### config.mk
export PLATFORM = sky130hd
export DESIGN_NAME = clz_pipe
export DESIGN_NICKNAME = d
export VERILOG_FILES = /design/src/rtl/clz_pkg.sv /design/src/rtl/clz_nib.sv /design/src/rtl/clz_pipe.sv
export SDC_FILE = /design/constraint.sdc
export NUM_CORES = 1
export LEC_CHECK = 0
export ABC_AREA = 1
export CORE_MARGIN = 2
export CORE_UTILIZATION = 44
export CTS_BUF_LIST = sky130_fd_sc_hd__clkbuf_16
export CTS_CLUSTER_DIAMETER = 60
export DETAILED_ROUTE_END_ITERATION = 12
export GPL_TIMING_DRIVEN = 0
export PLACE_DENSITY = 0.74
export SLEW_MARGIN = 25
export SYNTH_ARGS = -nofsm -noshare
export SYNTH_HDL_FRONTEND = slang
export SYNTH_SLANG_ARGS = --single-unit
### constraint.sdc
create_clock -name clk -period 3.8 [get_ports clk]
set_input_delay 0.76 -clock clk [delete_from_list [all_inputs] [get_ports clk]]
set_output_delay 0.76 -clock clk [all_outputs]
set_load 0.01 [all_outputs]
### src/rtl/clz_pkg.sv
// Shared constants for the count-leading-zeros/sign pipeline.
// Holds the mode encodings and the count-width helper used to size the count.
package clz_pkg;

    localparam logic CLZ_MODE_CLZ = 1'b0;
    localparam logic CLZ_MODE_CLS = 1'b1;

    // Width of a count that must represent every value 0..width inclusive.
    function automatic int clz_cnt_width(input int width);
        return $clog2(width) + 1;
    endfunction

endpackage

### src/rtl/clz_nib.sv
// 4-bit leading-zero encoder. The count is 0..3 for a non-zero nibble.
// Bit 2 of the count set (value 4) means the nibble is all zeros, so the
// group is "full" and the search continues into the next lower group.
module clz_nib (
    input  logic [3:0] nib,
    output logic [2:0] cnt
);

    // Priority encode the first set bit from the nibble MSB downward.
    always_comb begin
        cnt = 3'd4;
        casez (nib)
            4'b1???: cnt = 3'd0;
            4'b01??: cnt = 3'd1;
            4'b001?: cnt = 3'd2;
            4'b0001: cnt = 3'd3;
            default: cnt = 3'd4;
        endcase
    end

endmodule

### src/rtl/clz_pipe.sv
// Two-stage count-leading-zeros / count-leading-sign-bits pipeline with
// valid/ready handshakes on both sides.
//   S1: per-nibble counts of the operand (inverted by its sign in CLS mode).
//   S2: final count, all-zero flag and optional normalised operand.
// Optional feature macro: CLZ_PIPE_NORM_EN enables the normalising shifter
// (out_norm = in_data << out_cnt); without it out_norm is tied to zero and
// no operand is carried past the group encoders.
module clz_pipe
    import clz_pkg::*;
#(
    parameter int WIDTH = 16
) (
    input  logic                                clk,
    input  logic                                reset,
    input  logic                                in_valid,
    output logic                                in_ready,
    input  logic [WIDTH-1:0]                    in_data,
    input  logic                                in_mode,
    output logic                                out_valid,
    input  logic                                out_ready,
    output logic [clz_cnt_width(WIDTH)-1:0]     out_cnt,
    output logic                                out_zero,
    output logic [WIDTH-1:0]                    out_norm
);

    localparam int CW = clz_cnt_width(WIDTH);
    localparam int NG = WIDTH / 4;

    // Handshake / stage control
    logic             s1_valid_r;
    logic             s2_valid_r;
    logic             s1_adv_s;
    logic             s2_adv_s;

    // Front end: sign-conditioned operand and group counts
    logic             flip_s;
    logic [WIDTH-1:0] inv_s;
    logic [2:0]       grp_s [NG];
    logic [2:0]       s1_grp_r [NG];

    // Back end: priority-combined count
    logic [CW-1:0]    cnt_s;
    logic             done_s;
    logic             zero_s;
    logic [CW-1:0]    s2_cnt_r;
    logic             s2_zero_r;

    // S2 moves when empty or drained; S1 moves when S2 moves or S1 is empty.
    assign s2_adv_s = !s2_valid_r || out_ready;
    assign s1_adv_s = s2_adv_s || !s1_valid_r;
    assign in_ready = s1_adv_s;

    // In CLS mode with a negative operand, inverting turns leading ones into
    // leading zeros so the same encoder serves both modes.
    assign flip_s = (in_mode == CLZ_MODE_CLS) && in_data[WIDTH-1];
    assign inv_s  = in_data ^ {WIDTH{flip_s}};

    genvar g;
    generate
        for (g = 0; g < NG; g++) begin : g_nib
            clz_nib u_nib (
                .nib (inv_s[4*g +: 4]),
                .cnt (grp_s[g])
            );
        end
    endgenerate

    // S1 valid flag: loads the input valid whenever the stage may advance.
    always_ff @(posedge clk or posedge reset) begin
        if (reset) begin
            s1_valid_r <= 1'b0;
        end else if (s1_adv_s) begin
            s1_valid_r <= in_valid;
        end
    end

    // S1 group counts: captured on every accepted word.
    always_ff @(posedge clk or posedge reset) begin
        if (reset) begin
            for (int i = 0; i < NG; i++) begin
                s1_grp_r[i] <= 3'd0;
            end
        end else if (s1_adv_s && in_valid) begin
            s1_grp_r <= grp_s;
        end
    end

    // Walk the groups from the most significant one; full groups add 4 and
    // the first non-full group adds its partial count and stops the walk.
    always_comb begin
        cnt_s  = {CW{1'b0}};
        done_s = 1'b0;
        for (int i = NG - 1; i >= 0; i--) begin
            if (!done_s) begin
                cnt_s = cnt_s + CW'(s1_grp_r[i]);
                if (!s1_grp_r[i][2]) begin
                    done_s = 1'b1;
                end else begin
                    done_s = 1'b0;
                end
            end else begin
                cnt_s = cnt_s;
            end
        end
    end

    assign zero_s = (cnt_s == CW'(WIDTH));

    // S2 valid flag: takes S1's valid whenever S2 may advance.
    always_ff @(posedge clk or posedge reset) begin
        if (reset) begin
            s2_valid_r <= 1'b0;
        end else if (s2_adv_s) begin
            s2_valid_r <= s1_valid_r;
        end
    end

    // S2 count and zero flag: held stable while the consumer stalls.
    always_ff @(posedge clk or posedge reset) begin
        if (reset) begin
            s2_cnt_r  <= {CW{1'b0}};
            s2_zero_r <= 1'b0;
        end else if (s2_adv_s && s1_valid_r) begin
            s2_cnt_r  <= cnt_s;
            s2_zero_r <= zero_s;
        end
    end

    assign out_valid = s2_valid_r;
    assign out_cnt   = s2_cnt_r;
    assign out_zero  = s2_zero_r;

`ifdef CLZ_PIPE_NORM_EN
    // The conditioned operand plus its flip bit lets S2 rebuild the original.
    logic [WIDTH-1:0] s1_op_r;
    logic             s1_flip_r;
    logic [WIDTH-1:0] op_s;
    logic [WIDTH-1:0] norm_s;
    logic [WIDTH-1:0] s2_norm_r;

    // S1 operand carry for the normalising shifter.
    always_ff @(posedge clk or posedge reset) begin
        if (reset) begin
            s1_op_r   <= {WIDTH{1'b0}};
            s1_flip_r <= 1'b0;
        end else if (s1_adv_s && in_valid) begin
            s1_op_r   <= inv_s;
            s1_flip_r <= flip_s;
        end
    end

    assign op_s   = s1_op_r ^ {WIDTH{s1_flip_r}};
    assign norm_s = op_s << cnt_s;

    // S2 normalised operand register.
    always_ff @(posedge clk or posedge reset) begin
        if (reset) begin
            s2_norm_r <= {WIDTH{1'b0}};
        end else if (s2_adv_s && s1_valid_r) begin
            s2_norm_r <= norm_s;
        end
    end

    assign out_norm = s2_norm_r;
`else
    assign out_norm = {WIDTH{1'b0}};
`endif

endmodule

After elaboration in Yosys (flattened, before gate mapping)
Cells that the tools add are included.
- flip-flop bits (word level): 20
- bits in latches: 0
- bits in writable memories: 0
- bits in read-only memories: 0
- input port bits: 21
- output and inout bits: 24
- word-level logic and storage cells: 43
- memories: 0
- add/sub/neg operators: 3
- multipliers: 0
- div/mod/pow operators: 0
- magnitude comparators: 0
- equality and inequality tests: 13
- shifts and indexed selects: 0
- mux-type cells: 11
- bitwise logic cells: 1
- reductions and logical operators: 7
- operator list (operator ; number):
    $pmux W3 S4 ; 4
    $eq A4 B1 Y1 const B ; 4
    $xor A16 B16 Y16 ; 1
    $eq A3 B1 Y1 const B ; 4
    $add A5 B3 Y5 ; 2
    $mux W5 ; 2
    $eq A2 B1 Y1 const B ; 4
    $eq A5 B5 Y1 const B ; 1
    $add A3 B3 Y4 ; 1
    $mux W1 ; 4
    $mux W4 ; 1
    $logic_and A1 B1 Y1 ; 3
    $logic_not A1 Y1 ; 2
    $logic_or A1 B1 Y1 ; 2

Longest topological paths before layout
- depth after elaboration: 7
- gate-level depth with buffers: 22
- gate-level depth less buffers: 22

Hierarchy
A second synthesis with hierarchy kept.
- cells, all modules: 238
- area total of the unflattened synthesis: 1793.0 sq um
- by module, submodules not included (module ; times used ; cells an instance ; area an instance (sq um) ; seq. area each (sq um)):
    clz_pipe ; 1 ; 186 ; 1547.7 ; 500.5
    clz_nib ; 4 ; 13 ; 61.3 ; 0.0

Worst setup path before layout
Ideal clock, no wire load.
- path kind: register to register
- start point: reg s1_grp_r[0] (netlist name)
- end point: reg s2_zero_r (netlist: out_zero)
- library setup time: 65 ps
- data arrival time: 2973 ps
- required time: 3735 ps
- setup slack: 762 ps
- stages on the path, launching flop included: 22
- buffers on the path: 0
- period minus slack after synthesis: 3038 ps
- path through: dfrtp_1 > ha_1 > fa_1 > inv_1 > nand2_1 > and2_1 > fa_1 > nand2_1 > inv_1 > o21ai_0 > and2_1 > ha_1 > nand2_1 > nand2_1 > nor2_1 > nor2_1 > nand3b_1 > nand2_1 > nand2_1 > inv_1 > nand2_1 > nand2_1
- longest elaborated chain between the ends: 7
- RTL lines (what ; line ; RTL):
    start: declaration ; clz_pipe.sv:39 ; logic [2:0] s1_grp_r [NG];
    start signal: assignment ; clz_pipe.sv:84 ; s1_grp_r <= grp_s;
    $add A3 B3 Y4 ; clz_pipe.sv:95 ; cnt_s = cnt_s + CW'(s1_grp_r[i]);
    $mux W4 * ; clz_pipe.sv:94 ; if (!done_s) begin
    $add A5 B3 Y5 ; clz_pipe.sv:95 ;
    $mux W5 * ; clz_pipe.sv:94 ;
    $add A5 B3 Y5 ; clz_pipe.sv:95 ;
    $mux W5 * ; clz_pipe.sv:94 ;
    $eq A5 B5 Y1 * ; clz_pipe.sv:107 ; assign zero_s = (cnt_s == CW'(WIDTH));
    end signal: assignment ; clz_pipe.sv:125 ; s2_zero_r <= zero_s;
    end: declaration ; clz_pipe.sv:46 ; logic s2_zero_r;
Every way passes the cells marked *; elsewhere a longest branch is shown, timed or not.
A chain may end at the register's enable or synchronous reset.

Final worst setup path
Ends and elaborated chain as after synthesis.

==> impl_metrics.ini <==
[global_route]
grt_pass1_wl_um = 5450
grt_pass1_vias = 1347
grtUsageTotal_pct = 16.1
antenna_found_initial = 0
gr-max-usage-layer = met2
gr-usage-met1_pct = 19.5
overflow = 0
use_met2_pct = 28.7
met3_usage_pct = 2.43
grt_max_degree = 21

[sta]
tightest_slew_ps = 722
finalSetupTns_ps = 0
hold_violations = 0
rsz0062_at_grt = false
finalMaxSlewViolations = 0
final.setup_skew_ps = 6.11
fin_crit_ps = 3340
max_freq_ghz = 0.299
fin_crit_sh_pct = 88.0
slew_headroom_pct = 51.8
setup_viol = 0

[place]
placed_cells = 324
gp_congestion = 0.794
io_buffers = 28
dp_hpwl_um = 2470

[setup_path]
endpoint_kind = register
reg2reg_slack_ps = 460
r2r_start = s1_grp_r[0]
slowest_stage = fa_1
r2r-end = out_zero
cp_slowest_stage_delay_ps = 430
critPathMaxFanout = 3
critical-path-top-delay-family = adder cells
critical_path.endpoint = out_zero
critical_path_class = reg -> reg
path_common_cell = nand2_1
cp_num_cells = 21
r2r_cells = 21
crit_start = s1_grp_r[0]
start_kind = register
path_cells = ha_1, fa_1, inv_1, nand2_1, and2_1, fa_1, nand2_1, inv_1, o21ai_0, and2_1, ha_1, nand2_1, nand2_1, nor2_1, nor2_1, nand3b_1, nand2_1, nand2_1, inv_1, nand2_1, nand2_1
critPathArrivalTime_ps = 3540
worstPathRequired_ps = 4000
path_buf_inv = 3

[synth]
seq_area_frac_synth_pct = 30.5
syn_area_per_cell_um2 = 7.05
yosys_warnings = 0
ys.flop_type = dfrtp_1
netlist_area_um2 = 1640
ys_seq_elements = 20
synth.distinct_cells = 27
synth_edf_count = 0
async_flop_share_pct = 100
netlist_instances = 233

[run]
maxCapViolCount = 0

[clock_network]
cts_tree = yes
cts_buffers = 3
cts_num_sinks = 20
htreeDepth = 1
cts_hold_buf = 0
clock-root-buffer = clkbuf_16
cts.clk_slew.worst_paths_ps = 60
worstSkewPairLatency_ps = 260
clock_path_buffers = 2
cts_resized = 0
post_cts_buffers = 0

[worst_hold_path]
hp-class = reg -> reg
worstHoldStart = out_zero

[final_layout]
fillers = 361
stdcell_count = 328
diodes = 0
area_growth_pct = 30.6
drive_above_1_share_pct = 9.29
fin_nets = 316

[route]
ant_nets = 0
route.detailed.drc = 0
viasPerCell = 4.50
routedWlPerCell_um = 9.30
wl_um = 3050
first_pass_iters = 4
vias = 1475
drtIter0Drc = 51

[pwr]
p_per_area_nw_per_um2 = 385
leakage_nw = 1.16
total_power_w = 0.000826
ir_drop_uv = 158

[floorplanning]
initial_core_util_pct = 45.2
row_count = 22
dieArea_um2 = 4240
ios = 45
die_w_um = 65.1
die_h_um = 65.1
core-area_um2 = 3630

[status]
status = finished clean
## cells in the mapped netlist (2+ instances only)
| library cell | number | area (µm²) |
|---|---|---|
| inv_1 | 30 | 113 |
| o21ai_0 | 20 | 100 |
| nand3_1 | 19 | 95.1 |
| buf_4 | 17 | 128 |
| ha_1 | 11 | 138 |
| nor2_1 | 16 | 60.1 |
| and2_1 | 2 | 12.5 |
| nand2_2 | 3 | 18.8 |
| xor2_1 | 5 | 43.8 |
| xnor2_1 | 3 | 26.3 |
| dfrtp_1 | 20 | 500 |
| a21oi_1 | 4 | 20.0 |
| nand2_1 | 67 | 251 |
| fa_1 | 3 | 60.1 |
## final cells by class
class | instances | area (µm²) | area share [%]
sequential | 20 | 500 | 23.4
clock inverter | 1 | 30.0 | 1.40
multi-input combinational | 177 | 941 | 43.9
clock buffer | 3 | 75.1 | 3.50
buffer | 19 | 136 | 6.36
inverter | 32 | 120 | 5.60
tap | 48 | 60.1 | 2.80
timing repair buffer | 28 | 280 | 13.1
## where the power goes
group	leakage (nW)	internal (W)	switching, W	total [W]
registers	0.259	0.000246	0.0000254	0.000271
logic	0.852	0.000125	0.000140	0.000265
clock network	0.0511	0.000209	0.0000803	0.000289
## worst register-to-register path: stages (launching register included)
cell	delay [ps]
dfrtp_1	400
ha_1	220
fa_1	430
inv_1	60
nand2_1	60
and2_1	200
fa_1	420
nand2_1	90
inv_1	50
o21ai_0	210
and2_1	190
ha_1	250
nand2_1	70
nand2_1	50
nor2_1	100
nor2_1	60
nand3b_1	160
nand2_1	100
nand2_1	50
inv_1	40
nand2_1	40
nand2_1	50
## flip-flops by register name (all words and copies together), names as in the netlist
signal      flops
out_cnt         5
out_valid       1
out_zero        1
s1_grp_r       12
s1_valid_r      1
## routing by layer
metal	vias to the layer above	wire (µm)	share of wire, %
li1	794	-	-
met1	646	1400	46
met2	31	1500	49
met3	4	96	3.1
met4	0	53	1.7
met5	-	0	0
## kinds of logic after synthesis
family          Yosys count  synth area share [%]
compound gates           29                  9.53
xor+xnor                  8                  4.27
fa+ha+maj                14                  12.0
buf+inv                  51                  15.6
flops                    20                  30.5
other cells               1                 0.228
simple gates            110                  27.8
## how the worst min path moves through the flow
stage / end / slack [ps] / depth (start not counted)
floorplan: s1_grp_r[9] / 460 / 2
global placement: out_zero / 460 / 2
detailed placement: out_zero / 470 / 2
CTS: out_zero / 480 / 2
global route: out_zero / 490 / 2
finish: out_zero / 470 / 2
## cells in the final DEF, fill, tap and decap left out
cell	count
o41ai_1	1
a21oi_1	4
buf_4	17
xnor2_1	3
inv_2	1
nand3b_1	1
a21o_1	1
o21ai_0	20
conb_1	16
or2_0	1
nor2_1	16
nand3_1	19
and2_1	2
o22ai_1	1
nand2_2	3
dfrtp_1	20
buf_2	1
fa_1	3
inv_1	30
nand2_1	67
clkbuf_1	1
nor3_1	1
xor2_1	5
o31ai_1	1
clkbuf_16	3
clkdlybuf4s50_1	28
a31oi_1	1
ha_1	11
bufinv_16	1
clkinv_1	1
## through the flow
step	hold WS (ps)	worst slack, ps	instance area [µm²]	utilization, %
2_1_floorplan	456	762	1700	-
3_3_place_gp	463	559	2040	56.1
3_5_place_dp	466	517	2040	56.1
4_1_cts	482	462	2140	59.0
5_1_grt	493	146	2140	59.0
6_report	474	455	2140	59.0
Note: power is estimated with default switching activity, not from simulation.
